### config.mk
export PLATFORM = sky130hd
export DESIGN_NAME = sequence_detector
export DESIGN_NICKNAME = d
export VERILOG_FILES = /design/src/rtl/sequence_detector_pkg.sv /design/src/rtl/sequence_detector.sv
export SDC_FILE = /design/constraint.sdc
export NUM_CORES = 1
export LEC_CHECK = 0
export CAP_MARGIN = 20
export CORE_AREA = 5 5 42 44
export DETAILED_ROUTE_END_ITERATION = 16
export DIE_AREA = 0 0 47 49
export SETUP_SLACK_MARGIN = 0.2
export SYNTH_ARGS = -nofsm -noshare
export SYNTH_HDL_FRONTEND = slang
export SYNTH_SLANG_ARGS = --single-unit
### constraint.sdc
create_clock -name clk -period 2.3 [get_ports clk]
set_input_delay 0.23 -clock clk [delete_from_list [all_inputs] [get_ports clk]]
set_output_delay 0.23 -clock clk [all_outputs]
set_load 0.03 [all_outputs]
### src/rtl/sequence_detector_pkg.sv
// Shared types and constants for the serial 0110 pattern detector.
package sequence_detector_pkg;

  typedef enum logic [2:0] {
    IDLE = 3'd0,
    S0   = 3'd1,
    S01  = 3'd2,
    S011 = 3'd3,
    DET  = 3'd4
  } state_e;

  localparam logic [3:0] PATTERN     = 4'b0110;
  localparam int         PATTERN_LEN = 4;

endpackage

### src/rtl/sequence_detector.sv
// Moore FSM detecting the serial pattern 0110 (MSB first), overlapping matches allowed.
module sequence_detector
  import sequence_detector_pkg::*;
(
  input  logic clk,
  input  logic rstn,
  input  logic rx,
  output logic detected
);

  state_e r_state;
  state_e w_next_state;

  always_ff @(posedge clk or negedge rstn) begin
    if (!rstn) r_state <= IDLE;
    else       r_state <= w_next_state;
  end

  // DET behaves like S0 on the next bit so the trailing 0 seeds the next match.
  always_comb begin
    w_next_state = IDLE;
    case (r_state)
      IDLE:    w_next_state = rx ? IDLE : S0;
      S0:      w_next_state = rx ? S01  : S0;
      S01:     w_next_state = rx ? S011 : S0;
      S011:    w_next_state = rx ? IDLE : DET;
      DET:     w_next_state = rx ? S01  : S0;
      default: w_next_state = IDLE;
    endcase
  end

  assign detected = (r_state == DET);

endmodule

==> metrics.cfg, run 1 <==
[run_status]
status=finished, final reports clean

[clock_tree]
cts_tree=yes
holdBufCountCts=0
htreeDepth=1
clk_pin_slew_ns=0.04
clock_sinks=3
cts_resized=0
clkLatencyLatePin_ns=0.23
ctsRootBufferMaster=clkbuf_4
cts_setup_buffers=0
cts_buffer_depth=2
numCtsBuffers=3

[die]
num_rows=14
dieArea_mm2=0.002303
io_pins=4
core_area_mm2=0.001401
die_h_um=49
initial_core_util=0.1036
die_w_um=47

[pwr]
peakVddDrop_mv=0.1403
p_leak_nw=0.09587
powerDensity_mw_per_mm2=1157

[sta]
worst_pin_slew_ns=0.3023
final_hold_viol_count=0
layout_min_cycle_time_ns=1.827
tns_ns=0
setup_violations=0
relSlewSlack=0.7978
max_freq_mhz=547.4
skew_ns=0.003195
rsz0062_at_grt=false
slew_violations=0
period_share=0.7943

[global_route]
grt_pass1_vias=106
track_usage=0.02467
grt_pass1_wl_um=324
overflow=0
antenna_found_initial=0
grt_max_degree=7

[routing]
drtAntennaViolNets=0
wl_met3_um=24
top_layer_used=met3
vias=111
via_per_inst=3.171
drt-met1-wl_um=105
first_pass_iters=1
met2WireLength_um=131
wl_per_cell_um=7.457
drcViolationCount=0
wl_um=261
drt_iter0_drc=0

[placement]
port_buffers=3
place.gp.congestion=0.6108
place_hpwl_um=199.5

[worst_setup_path]
arrival_ns=1.60
rr_worst_depth=2
r2r_end=r_state[0]
critPathCapture=detected
cp_slowest_stage_delay_ns=0.71
cp-startpoint=r_state[0]
start_kind=register
critPathRequiredTime_ns=2.07
worstReg2RegStart=r_state[1]
end_kind=output pin
cp_slowest_cell=clkdlybuf4s50_1
crit_chain=nor3b_1 > clkdlybuf4s50_1
r2r_slack_ns=1.36
cp_max_fo=6
crit_type=register to output pin

[final_layout]
layout.nets=23
top_regs=r_state (3)
final_cell_mix=clkbuf_4 (3), clkdlybuf4s50_1 (3), dfrtp_1 (3)
top_register=r_state
drive_gt1_frac=0.2632
insertedDiodeCount=0
fin_util=0.1580
area_growth_pct=52.59
largest_register_ffs=3

[logic_synthesis]
yosysTopAreaCellShare=0.5172
synth_area_um2=145.1
yosysWarnings=0
synthesis.nets=15
post-synth-top-area-cell=dfrtp_1
ys_ff_latch=3
seq_area_frac_synth=0.5172
syn_avg_cell_area_um2=12.09
synth.distinct_cells=10
yosys-top-cells-area=dfrtp_1 (52%), mux2_4 (10%), o211a_1 (6.9%)
synth_cells=12

[hold_path]
holdCritPathClass=input pin to asynchronous set/reset pin

[job]
maxCapViolations=0

[critical path: cells and delay by family, from the launching register on]
family	cells	cell delay [ns]
and+or+nand+nor	1	0.24
buffers and inverters	1	0.71
DFF	1	0.42
[power by group]
part	internal, mW	switching, mW
Combinational	0.0406	0.0246
Sequential	0.0726	0.0304
Clock	0.0647	0.0234
[cell type report]
type / instances / area, µm²
multi-input cells: 9 / 70.07
repair buffers: 3 / 30.03
flip-flops and latches: 3 / 75.07
fillers: 164 / 1180
clock buffers: 4 / 26.28
well taps: 16 / 20.02
[layer usage]
metal,vias to the layer above,global-route usage
met5,-,0
met4,0,0.05530
met3,0,0.01476
met2,3,0.02941
met1,49,0.01322
li1,59,-
[worst min path at each step]
stage	end	slack [ns]	cells after the start
2_1_floorplan	r_state[0]	-0.07	0
3_3_place_gp	r_state[0]	0.43	1
3_5_place_dp	r_state[0]	0.42	1
4_1_cts	r_state[1]	0.18	1
5_1_grt	r_state[1]	0.17	1
6_report	r_state[1]	0.18	1
[synth_stat cells]
library cell,instances
dfrtp_1,3
mux2_4,1
nand2_1,1
nor3_1,1
nor3b_1,1
o211a_1,1
o21ai_0,1
o21ai_2,1
or3_1,1
xor2_1,1
[stage by stage]
step           cells  hold slack [ns]  setup slack [ns]  total power [mW]  instance area, µm²
3_3_place_gp      31           0.4271            0.7317            0.1644               195.2
5_1_grt           35           0.1679            0.3924            0.2754               221.5
4_1_cts           35           0.1760            0.4542            0.2604               221.5
3_5_place_dp      31           0.4236            0.7017            0.1677               195.2
6_report          35           0.1816            0.4731            0.2563               221.5
2_1_floorplan     12         -0.06559            0.9004            0.1486               145.1
[cells by family (layout without fill, tap and decap cells)]
family,Yosys count,in the layout,synth area share
AOI/OAI and AO/OA,3,3,0.1638
xor gates and xnor gates,1,1,0.06036
buffers and inverters,0,7,0
DFF,3,3,0.5172
muxes,1,1,0.1034
and+or+nand+nor,4,4,0.1552
(Power assumes the default switching activity.)
==> run 2: changes to the inputs <==
- clock period: 2.3 -> 1.6 ns (I/O delays scaled with it)
==> run 2 against run 1 <==
Effect of this change: via count increased by 11%; die area did not move; clock-buffer cell count unchanged; critical path type unchanged; highest routed layer unchanged; critical endpoint unchanged; sequential cell count unchanged; routed wire length is 28% higher; register-to-register slack got worse by 0.80 ns; sequential power rose by 22%.
==> metrics.cfg, run 2 (synthesized netlist as in run 1, its figures left out) <==
[run_status]
status=finished, final reports clean

[routing]
wl_um=334  ; +28%
vias=123  ; +11%
drt_iter0_drc=1  ; +1
wl_per_cell_um=9.027  ; +21%
via_per_inst=3.324  ; +4.8%
drtAntennaViolNets=0  ; unchanged
drcViolationCount=0  ; unchanged
first_pass_iters=2  ; +1

[worst_setup_path]
crit_type=register to output pin
arrival_ns=1.13  ; -0.47 ns
worstReg2RegStart=r_state[0]
start_kind=register
cp_max_fo=5  ; -1
critPathRequiredTime_ns=1.44  ; -0.63 ns
cp-startpoint=r_state[2]
end_kind=output pin

[clock_tree]
holdBufCountCts=0  ; unchanged
cts_tree=yes
clock_sinks=3  ; unchanged
numCtsBuffers=3  ; unchanged
ctsRootBufferMaster=clkbuf_4
clk_pin_slew_ns=0.04  ; about the same
cts_buffer_depth=2  ; unchanged
htreeDepth=1  ; unchanged
clkLatencyLatePin_ns=0.23  ; about the same

[job]
maxCapViolations=0  ; unchanged

[final_layout]
area_growth_pct=67.24
largest_register_ffs=3  ; unchanged
final_cell_area_um2=242.7  ; +9.6%
fin_util=0.1732  ; +0.01518
final_cell_mix=clkbuf_4 (3), dfrtp_1 (3), clkdlybuf4s50_1 (2), buf_4 (2)
top_regs=r_state (3)
layout.nets=25  ; +8.7%
nFillCells=159  ; -3.0%
top_register=r_state
drive_gt1_frac=0.4286  ; +0.1654
insertedDiodeCount=0  ; unchanged

[global_route]
grt_max_degree=6  ; -1
grt_pass1_vias=116  ; +9.4%
track_usage=0.03592  ; +0.01125
overflow=0  ; unchanged
grt_pass1_wl_um=476  ; +47%
antenna_found_initial=0  ; unchanged

[die]
die_h_um=49  ; unchanged
io_pins=4  ; unchanged
initial_core_util=0.1036  ; unchanged
dieArea_mm2=0.002303  ; unchanged
die_w_um=47  ; unchanged
core_area_mm2=0.001401  ; unchanged
num_rows=14  ; unchanged

[sta]
period_share=0.8055
slew_violations=0  ; unchanged
final_hold_viol_count=0  ; unchanged
rsz0062_at_grt=false
setup_violations=0  ; unchanged
worst_pin_slew_ns=0.1657  ; -0.1366 ns
skew_ns=0.004738  ; +0.001543 ns
relSlewSlack=0.8892  ; +0.09135
max_freq_mhz=775.9
layout_min_cycle_time_ns=1.289
tns_ns=0  ; unchanged

[pwr]
p_leak_nw=0.1077  ; +12%
peakVddDrop_mv=0.1893  ; +35%
clockPowerShare=0.317  ; -0.027
p_comb_frac=0.377  ; +0.123
p_total_uw=412.4  ; +61%
seqPwrFrac=0.306  ; -0.096
intPower_uw=284.9  ; +60%
powerDensity_mw_per_mm2=1699  ; +47%
p_sw_uw=127.6  ; +63%
swShare=0.3093  ; +0.003392

[placement]
place.gp.congestion=0.6770  ; +11%
dpl_cell_area_um2=210.2  ; +7.7%
place_hpwl_um=239.7  ; +20%
port_buffers=3  ; unchanged

[hold_path]
holdCritPathClass=input pin to asynchronous set/reset pin

==> run 2: cell types whose count changed in the layout (fill, tap and decap cells not counted) <==
cell	previous run	this run
buf_4	0	2
clkdlybuf4s15_2	0	1
clkdlybuf4s50_1	3	2
nor3b_1	1	0
nor3b_2	0	1
==> run 2: stage by stage <==
stage               cells  setup WS [ns]  hold slack, ns
CTS                    37         0.2272          0.1105
global placement       33         0.1228          0.3566
finish                 37         0.3112          0.1223
global route           37         0.2590          0.1266
detailed placement     33         0.1081          0.3620
floorplan              12         0.2704         -0.1356
==> run 2: path summary, 6_finish.rpt <==
kind / to / slack, ns / depth (start not counted)
max in group asynchronous: r_state[2] / 1.32 / 1
worst max register to register: r_state[0] / 0.56 / 3
worst max-delay path: detected / 0.31 / 2
worst min register to register: r_state[2] / 0.52 / 1
worst min-delay path: r_state[1] / 0.12 / 1
min in group clk: r_state[2] / 0.52 / 1
==> run 2: final cells by class <==
class | count | area, µm² | share of cell area
flip-flops and latches | 3 | 75.07 | 0.3093
multi-input cells | 9 | 75.07 | 0.3093
repair buffers | 5 | 46.29 | 0.1907
clock buffers | 4 | 26.28 | 0.1082
well taps | 16 | 20.02 | 0.08247
==> run 2: what timing repair did <==
action                     CTS  global route
resized for setup            4             1
setup endpoints to repair    1             1
setup buffers                0             0
==> run 2: per-layer routing <==
metal / GRT usage / vias to the layer above / wire length (µm)
li1: - / 62 / -
met1: 0.03736 / 58 / 130
met2: 0.03620 / 3 / 177
met3: 0 / 0 / 25
met4: 0.08295 / 0 / 0
met5: 0 / - / 0
==> run 2: power groups by stage <==
stage                     logic, mW  registers, mW  clock network, mW
final                         0.156          0.126              0.131
after floorplan              0.0735          0.140                  0
after global routing          0.168          0.130              0.141
after global placement        0.150          0.123                  0
after detailed placement      0.157          0.123                  0
after CTS                     0.156          0.122              0.140
==> run 2: critical path, stage by stage (launching register included) <==
cell	delay (ns)
dfrtp_1	0.40
nor3b_2	0.19
clkdlybuf4s15_2	0.31
==> run 3: changes to the inputs <==
- clock period: 1.6 -> 1.3 ns (I/O delays scaled with it)
==> run 3 against run 2 <==
Effect of this change: largest power group unchanged; clock skew fell by 0.0039 ns; via count rose by 3.3%; worst hold slack got worse by 0.047 ns; sequential power rose by 20%; sequential cell count did not move.
==> metrics.cfg, run 3 (synthesized netlist as in run 1, its figures left out) <==
[routing]
drcViolationCount=0  ; unchanged
via_per_inst=3.342  ; +0.53%
wl_per_cell_um=8.289  ; -8.2%
drt_iter0_drc=3  ; +2
wl_um=315  ; -5.7%
vias=127  ; +3.3%
first_pass_iters=2  ; unchanged
drtAntennaViolNets=0  ; unchanged

[clock_tree]
numCtsBuffers=3  ; unchanged
clk_pin_slew_ns=0.04  ; about the same
clkLatencyLatePin_ns=0.23  ; about the same
htreeDepth=1  ; unchanged
clock_sinks=3  ; unchanged
cts_tree=yes
holdBufCountCts=0  ; unchanged
ctsRootBufferMaster=clkbuf_4
cts_buffer_depth=2  ; unchanged

[global_route]
overflow=0  ; unchanged
grt_max_degree=6  ; unchanged
grt_pass1_vias=137  ; +18%
grt_pass1_wl_um=531  ; +12%
antenna_found_initial=0  ; unchanged
track_usage=0.04023  ; +0.004310

[sta]
tns_ns=0  ; unchanged
final_hold_viol_count=0  ; unchanged
layout_min_cycle_time_ns=1.099
max_freq_mhz=909.6
rsz0062_at_grt=true
period_share=0.8457
hold_ws_ns=0.07548  ; -0.04679 ns
setup_violations=0  ; unchanged
relSlewSlack=0.9001  ; +0.01091
worst_pin_slew_ns=0.1487  ; -0.01698 ns
skew_ns=0.0008337  ; -0.003904 ns
setup_ws_ns=0.2006  ; -0.1106 ns
slew_violations=0  ; unchanged

[pwr]
p_leak_nw=0.1134  ; +5.3%
p_comb_frac=0.387  ; +0.010
powerDensity_mw_per_mm2=2094  ; +23%
intPower_uw=359.9  ; +26%
p_sw_uw=158.9  ; +25%
clockPowerShare=0.322  ; +0.005
peakVddDrop_mv=0.3707  ; +96%
seqPwrFrac=0.292  ; -0.014
p_total_uw=518.8  ; +26%
swShare=0.3063  ; -0.002964

[placement]
place_ws_ns=0.1798  ; +0.07165 ns
place_inst=31  ; -6.1%
place.gp.congestion=0.6590  ; -2.7%
port_buffers=3  ; unchanged
dpl_cell_area_um2=197.7  ; -6.0%

[die]
num_rows=14  ; unchanged
io_pins=4  ; unchanged
die_h_um=49  ; unchanged
dieArea_mm2=0.002303  ; unchanged
core_area_mm2=0.001401  ; unchanged
die_w_um=47  ; unchanged
initial_core_util=0.1036  ; unchanged

[final_layout]
regArea_um2=76.32  ; +1.7%
final_common_cell=buf_4
fin_util=0.1768  ; +0.003572
top_register=r_state
insertedDiodeCount=0  ; unchanged
final_cells=38  ; +2.7%
layout.nets=26  ; +4.0%
largest_register_ffs=3  ; unchanged
area_growth_pct=70.69
multi_input_area_um2=75.07  ; unchanged
final_cell_mix=buf_4 (4), clkbuf_4 (3), clkdlybuf4s50_1 (2), dfrtp_1 (2)
top_regs=r_state (3)
drive_gt1_frac=0.5000  ; +0.07143
final_cell_area_um2=247.7  ; +2.1%
nFillCells=167  ; +5.0%

[hold_path]
holdCritPathClass=input pin to asynchronous set/reset pin

[worst_setup_path]
cp_max_fo=2  ; -3
critPathRequiredTime_ns=1.17  ; -0.27 ns
arrival_ns=0.97  ; -0.16 ns
crit_buf_inv=1  ; unchanged
crit_type=register to output pin
cp_slowest_stage_delay_ns=0.38  ; -0.02 ns
end_kind=output pin
cp_slowest_cell=dfrtp_1
start_kind=register
worst_path_dominant_cell_family=flip-flops
crit_chain=nor3b_2 > buf_4

[run_status]
status=finished, final reports clean

[job]
maxCapViolations=0  ; unchanged

==> run 3: cell count changes in the layout (fill, tap and decap cells not counted), sizes merged <==
cell,change
buf,+2
clkdlybuf4s15,-1
==> run 3: cell type report <==
class	count	area share
Clock buffer	4	0.1061
Multi-Input combinational cell	9	0.3030
Sequential cell	3	0.3081
Tap cell	16	0.08081
Timing Repair Buffer	6	0.2020
==> run 3: final timing paths <==
kind                            start          to  slack (ns)  cells after the start
max                        r_state[0]    detected        0.20                      2
min                              rstn  r_state[0]        0.08                      1
max reg2reg                r_state[0]  r_state[0]        0.28                      3
min reg2reg                r_state[2]  r_state[2]        0.54                      2
max in group asynchronous        rstn  r_state[1]        1.07                      1
min in group clk                   rx  r_state[2]        0.53                      2
==> run 3: power groups by stage <==
stage / clock network (mW) / registers, mW / logic, mW
6_report: 0.167 / 0.151 / 0.201
5_1_grt: 0.188 / 0.156 / 0.218
4_1_cts: 0.178 / 0.151 / 0.200
3_5_place_dp: 0 / 0.188 / 0.111
3_3_place_gp: 0 / 0.189 / 0.109
2_1_floorplan: 0 / 0.177 / 0.0919
==> run 3: worst register-to-register path, cell delays in order, from the launching register on <==
cell	delay [ns]
dfrtp_1	0.38
buf_4	0.15
or3_1	0.36
o21ai_2	0.06
==> run 3: routing by layer <==
| layer | track usage | part of all wire |
|---|---|---|
| met1 | 0.03540 | 0.44 |
| met5 | 0 | 0 |
| met2 | 0.03846 | 0.41 |
| met3 | 0.04428 | 0.15 |
| met4 | 0.05530 | 0 |
==> run 3: what timing repair did <==
item / CTS / global route
resized for setup: 1 / 0
setup buffers: 3 / 0
setup endpoints to repair: 1 / 1
